===== config.mk =====
export PLATFORM = sky130hd
export DESIGN_NAME = serial_tx
export DESIGN_NICKNAME = d
export VERILOG_FILES = /design/src/rtl/serial_tx.sv
export SDC_FILE = /design/constraint.sdc
export NUM_CORES = 1
export LEC_CHECK = 0
export CAP_MARGIN = 10
export CORE_ASPECT_RATIO = 0.8
export CORE_MARGIN = 4
export CORE_UTILIZATION = 50
export CTS_BUF_LIST = sky130_fd_sc_hd__clkbuf_16
export CTS_CLUSTER_DIAMETER = 30
export DETAILED_ROUTE_END_ITERATION = 10
export PLACE_DENSITY_LB_ADDON = 0.15
export SYNTH_ARGS = -nofsm -noshare
export SYNTH_HDL_FRONTEND = slang
export SYNTH_SLANG_ARGS = --single-unit

===== constraint.sdc =====
create_clock -name clock -period 2.35 [get_ports clock]
set_clock_uncertainty 0.2 [all_clocks]
set_input_delay 0.5875 -clock clock [delete_from_list [all_inputs] [get_ports clock]]
set_output_delay 0.5875 -clock clock [all_outputs]
set_load 0.05 [all_outputs]

===== src/rtl/serial_tx.sv =====
// Serial transmitter: start bit, LSB-first payload, optional even parity, one stop bit.
// Each bit lasts CLKS_PER_BIT clocks, and tx comes straight from a flop.
module serial_tx #(
    parameter int CLKS_PER_BIT = 16,
    parameter int DATA_BITS    = 8,
    parameter int PARITY_EN    = 0
) (
    input  logic                 clock,
    input  logic                 reset,
    input  logic [DATA_BITS-1:0] data,
    input  logic                 send,
    output logic                 ready,
    output logic                 tx,
    output logic                 done
);

    localparam int CW = $clog2(CLKS_PER_BIT);
    localparam int IW = $clog2(DATA_BITS);
    localparam logic [CW-1:0] CNT_MAX = CW'(CLKS_PER_BIT - 1);
    localparam logic [IW-1:0] IDX_MAX = IW'(DATA_BITS - 1);

    typedef enum logic [2:0] {
        IDLE   = 3'd0,
        START  = 3'd1,
        DATA   = 3'd2,
        PARITY = 3'd3,
        STOP   = 3'd4
    } state_t;

    state_t               state_q, state_d;
    logic [CW-1:0]        cnt_q, cnt_d;
    logic [IW-1:0]        idx_q, idx_d;
    logic [DATA_BITS-1:0] shreg_q, shreg_d;
    logic                 parity_q, parity_d;
    logic                 tx_q, tx_d;
    logic                 bit_end_s;

    // State register and datapath flops
    always_ff @(posedge clock or posedge reset) begin
        if (reset) begin
            state_q  <= IDLE;
            cnt_q    <= '0;
            idx_q    <= '0;
            shreg_q  <= '0;
            parity_q <= 1'b0;
            tx_q     <= 1'b1;
        end else begin
            state_q  <= state_d;
            cnt_q    <= cnt_d;
            idx_q    <= idx_d;
            shreg_q  <= shreg_d;
            parity_q <= parity_d;
            tx_q     <= tx_d;
        end
    end

    // Next-state logic, bit timing and the value tx takes next cycle
    always_comb begin
        state_d   = state_q;
        cnt_d     = cnt_q;
        idx_d     = idx_q;
        shreg_d   = shreg_q;
        parity_d  = parity_q;
        tx_d      = 1'b1;
        bit_end_s = (cnt_q == CNT_MAX);

        if (state_q == IDLE) begin
            cnt_d = '0;
        end else if (bit_end_s) begin
            cnt_d = '0;
        end else begin
            cnt_d = cnt_q + 1'b1;
        end

        case (state_q)
            IDLE: begin
                if (send) begin
                    state_d  = START;
                    shreg_d  = data;
                    parity_d = ^data;
                    idx_d    = '0;
                end
            end
            START: begin
                if (bit_end_s) state_d = DATA;
            end
            DATA: begin
                if (bit_end_s) begin
                    shreg_d = shreg_q >> 1;
                    if (idx_q == IDX_MAX) begin
                        idx_d   = '0;
                        state_d = (PARITY_EN != 0) ? PARITY : STOP;
                    end else begin
                        idx_d = idx_q + 1'b1;
                    end
                end
            end
            PARITY: begin
                if (bit_end_s) state_d = STOP;
            end
            STOP: begin
                if (bit_end_s) state_d = IDLE;
            end
            default: state_d = IDLE;
        endcase

        // tx is derived from the next state so the flop already holds the bit
        case (state_d)
            IDLE:    tx_d = 1'b1;
            START:   tx_d = 1'b0;
            DATA:    tx_d = shreg_d[0];
            PARITY:  tx_d = parity_d;
            STOP:    tx_d = 1'b1;
            default: tx_d = 1'b1;
        endcase
    end

    assign ready = (state_q == IDLE);
    assign done  = (state_q == STOP) && (cnt_q == CNT_MAX);
    assign tx    = tx_q;

endmodule


==> out/metrics.yaml <==
cts:
  cts_max_path_buffers: 2
  postCtsHoldBufs: 0
  cts_tree: "yes"
  clk_pin_slew_ns: 0.05
  numCtsBuffers: 3
  htreeDepth: 1
  cts_sinks: 20
  clock_latency_ns: 0.25
  cts_root_buf: "clkbuf_16"
  ctsResizeCount: 0
  postCtsSetupRepairBufs: 0
global_route:
  grt_usage: 0.176
  grt_pass1_wl_um: 3450
  grt_pass1_vias: 761
  gr-total-overflow: 0
  grt_max_degree: 21
  antenna_found_initial: 0
run_status:
  status: "finished, final reports clean"
synthesis:
  synth_top_family_by_area: "simple AND/OR/NAND/NOR gates"
  avgSynthCellArea_um2: 10.4
  synth_nets: 108
  yosys_warnings: 0
  synth_xor_area_frac: 0.0806
  synthMuxAreaShare: 0
  synth_fa_ha_area_frac: 0.0384
  syn_inst: 94
  ys_seq_area_frac: 0.513
  synth.distinct_cells: 31
  synth_compound_area_frac: 0.150
  yosys.area_share.simple: 0.199
  synth-seq-cells: 20
  syn-cell-area_um2: 978
sta:
  fin_crit_sh: 0.967
  period_needed_ns: 2.27
  tns_ns: 0
  setup_viol: 0
  max_freq_mhz: 440
  hold_viol: 0
  rsz0062_at_grt: "no"
  max_slew_margin: 0.688
  worst_slew_pin_slew_ns: 0.466
  maxSlewViolCount: 0
pwr:
  power_density_nw_per_um2: 1200
  ir_worst_vdd_v: 0.000929
  leakage_uw: 0.000575
layout:
  multi_input_area_um2: 463
  layout.nets: 129
  num-fill-cells: 151
  final_cell_mix: "19 x nand2_1, 19 x dfrtp_1, 10 x clkdlybuf4s50_1"
  drive_above_1_share: 0.167
  post-route-util: 0.678
  final_cells: 138
  area_delta_synth_final_pct: 29.8
  seq_area_um2: 502
  antenna_cells: 0
floorplanning:
  ios: 14
  die-area_um2: 2730
  start_util: 0.522
  core_area_um2: 1870
  fp.dieW_um: 57.5
  die_h_um: 47.6
  rows: 14
route:
  drt-pass1-iter-count: 4
  initialDrtViolationCount: 16
  postRouteAntennaNets: 0
  drc_errors: 0
  finalWirelength_um: 2150
  wl_per_cell_um: 15.5
  viasPerCell: 5.67
  num_vias: 782
worst_setup_path:
  worst_ep_arrival_time_ns: 1.48
  cp_data_required_time_ns: 1.56
  end_kind: "output port"
  worstPathMaxFanout: 7
  path_class: "reg2out"
  cp-start-kind: "register"
placement:
  hpwl_um: 1410
  placed_cells: 134
  gp_congestion: 0.709
  numPortBuffers: 13
worst_hold_path:
  hp-class: "reg2reg"
job:
  drv_cap: 0
[cells in the mapped netlist]
| library cell | n | area share |
|---|---|---|
| nor3_2 | 1 | 0.010 |
| o22ai_1 | 2 | 0.013 |
| nand2_1 | 19 | 0.073 |
| nand3_1 | 2 | 0.010 |
| nor3_1 | 3 | 0.015 |
| or2_2 | 1 | 0.0064 |
| a32o_1 | 1 | 0.010 |
| or2b_1 | 1 | 0.0077 |
| nor3b_2 | 1 | 0.013 |
| a21oi_2 | 1 | 0.0090 |
| a22o_1 | 1 | 0.0090 |
| xnor2_1 | 8 | 0.072 |
| and2b_1 | 1 | 0.0077 |
| dfstp_2 | 1 | 0.027 |
| and3_1 | 1 | 0.0064 |
| ha_1 | 3 | 0.038 |
| xor2_1 | 1 | 0.0090 |
| o2111ai_1 | 1 | 0.0090 |
| a2111oi_1 | 1 | 0.010 |
| buf_2 | 3 | 0.015 |
| nor4b_2 | 1 | 0.015 |
| dfrtp_1 | 19 | 0.49 |
| nor2_1 | 5 | 0.019 |
| o21ai_0 | 3 | 0.015 |
| o21bai_1 | 1 | 0.0077 |
| a21oi_1 | 1 | 0.0051 |
| or3b_1 | 1 | 0.0090 |
| inv_1 | 1 | 0.0038 |
| a21o_1 | 1 | 0.0077 |
| nor2b_1 | 1 | 0.0064 |
| a22oi_1 | 7 | 0.054 |
[path summary, 6_finish.rpt]
| kind | from | end | slack, ns | cells past startpoint |
|---|---|---|---|---|
| max in group asynchronous | reset | tx$_DFF_PP1_ | 1.21 | 3 |
| min in group asynchronous | reset | shreg_q[6]$_DFFE_PP0P_ | 0.48 | 3 |
| worst min register to register | cnt_q[0]$_DFF_PP0_ | cnt_q[0]$_DFF_PP0_ | 0.27 | 1 |
| worst max register to register | idx_q[0]$_DFFE_PP0P_ | tx$_DFF_PP1_ | 0.38 | 6 |
| worst max-delay path | state_q[1]$_DFF_PP0_ | done | 0.08 | 3 |
| worst min-delay path | cnt_q[0]$_DFF_PP0_ | cnt_q[0]$_DFF_PP0_ | 0.27 | 1 |
[through the flow]
step           total power (uW)  hold slack, ns  area, um2  setup slack, ns
5_1_grt                    1630           0.292       1270           0.0268
6_report                   1530           0.267       1270           0.0786
3_5_place_dp               1170           0.261       1190            0.123
3_3_place_gp               1140           0.251       1190            0.162
4_1_cts                    1540           0.270       1270           0.0836
2_1_floorplan               987           0.242        983           0.0512
[worst max-delay path, cell delays in order (launching register included)]
cell and delay, ns:
dfrtp_1 0.46, or3b_1 0.41, nor2_1 0.20, buf_12 0.17
[state kept, by name, indices dropped and copies added (netlist names)]
signal    count
shreg_q       8
cnt_q         4
idx_q         3
state_q       3
parity_q      1
tx            1
[per-layer routing]
metal	share of wire	vias to the layer above	GRT usage
li1	-	377	-
met1	0.43	381	0.196
met2	0.50	18	0.315
met3	0.051	6	0.0593
met4	0.021	0	0.0833
met5	0	-	0
[kinds of logic (layout without fill, tap and decap cells)]
kind of cell | after synthesis | count (layout)
xor gates and xnor gates | 9 | 9
DFF | 20 | 20
buffers and inverters | 4 | 24
adders and majority gates | 3 | 3
and+or+nand+nor | 38 | 38
AOI/OAI and AO/OA | 20 | 20
[final cells by class]
cell class	instances	area share
inverters	1	0.00296
flip-flops and latches	20	0.395
clock inverters	1	0.00296
repair buffers	19	0.152
multi-input cells	70	0.365
clock buffers	3	0.0591
well taps	24	0.0236
[report_power, final]
| group | internal, uW | leakage [uW] | total (uW) | switching, uW |
|---|---|---|---|---|
| combinational | 257 | 0.000287 | 569 | 312 |
| clock | 226 | 0.0000423 | 345 | 119 |
| sequential | 506 | 0.000246 | 615 | 109 |
| total | 990 | 0.000575 | 1530 | 540 |
Power figures use the tool's default switching activity.
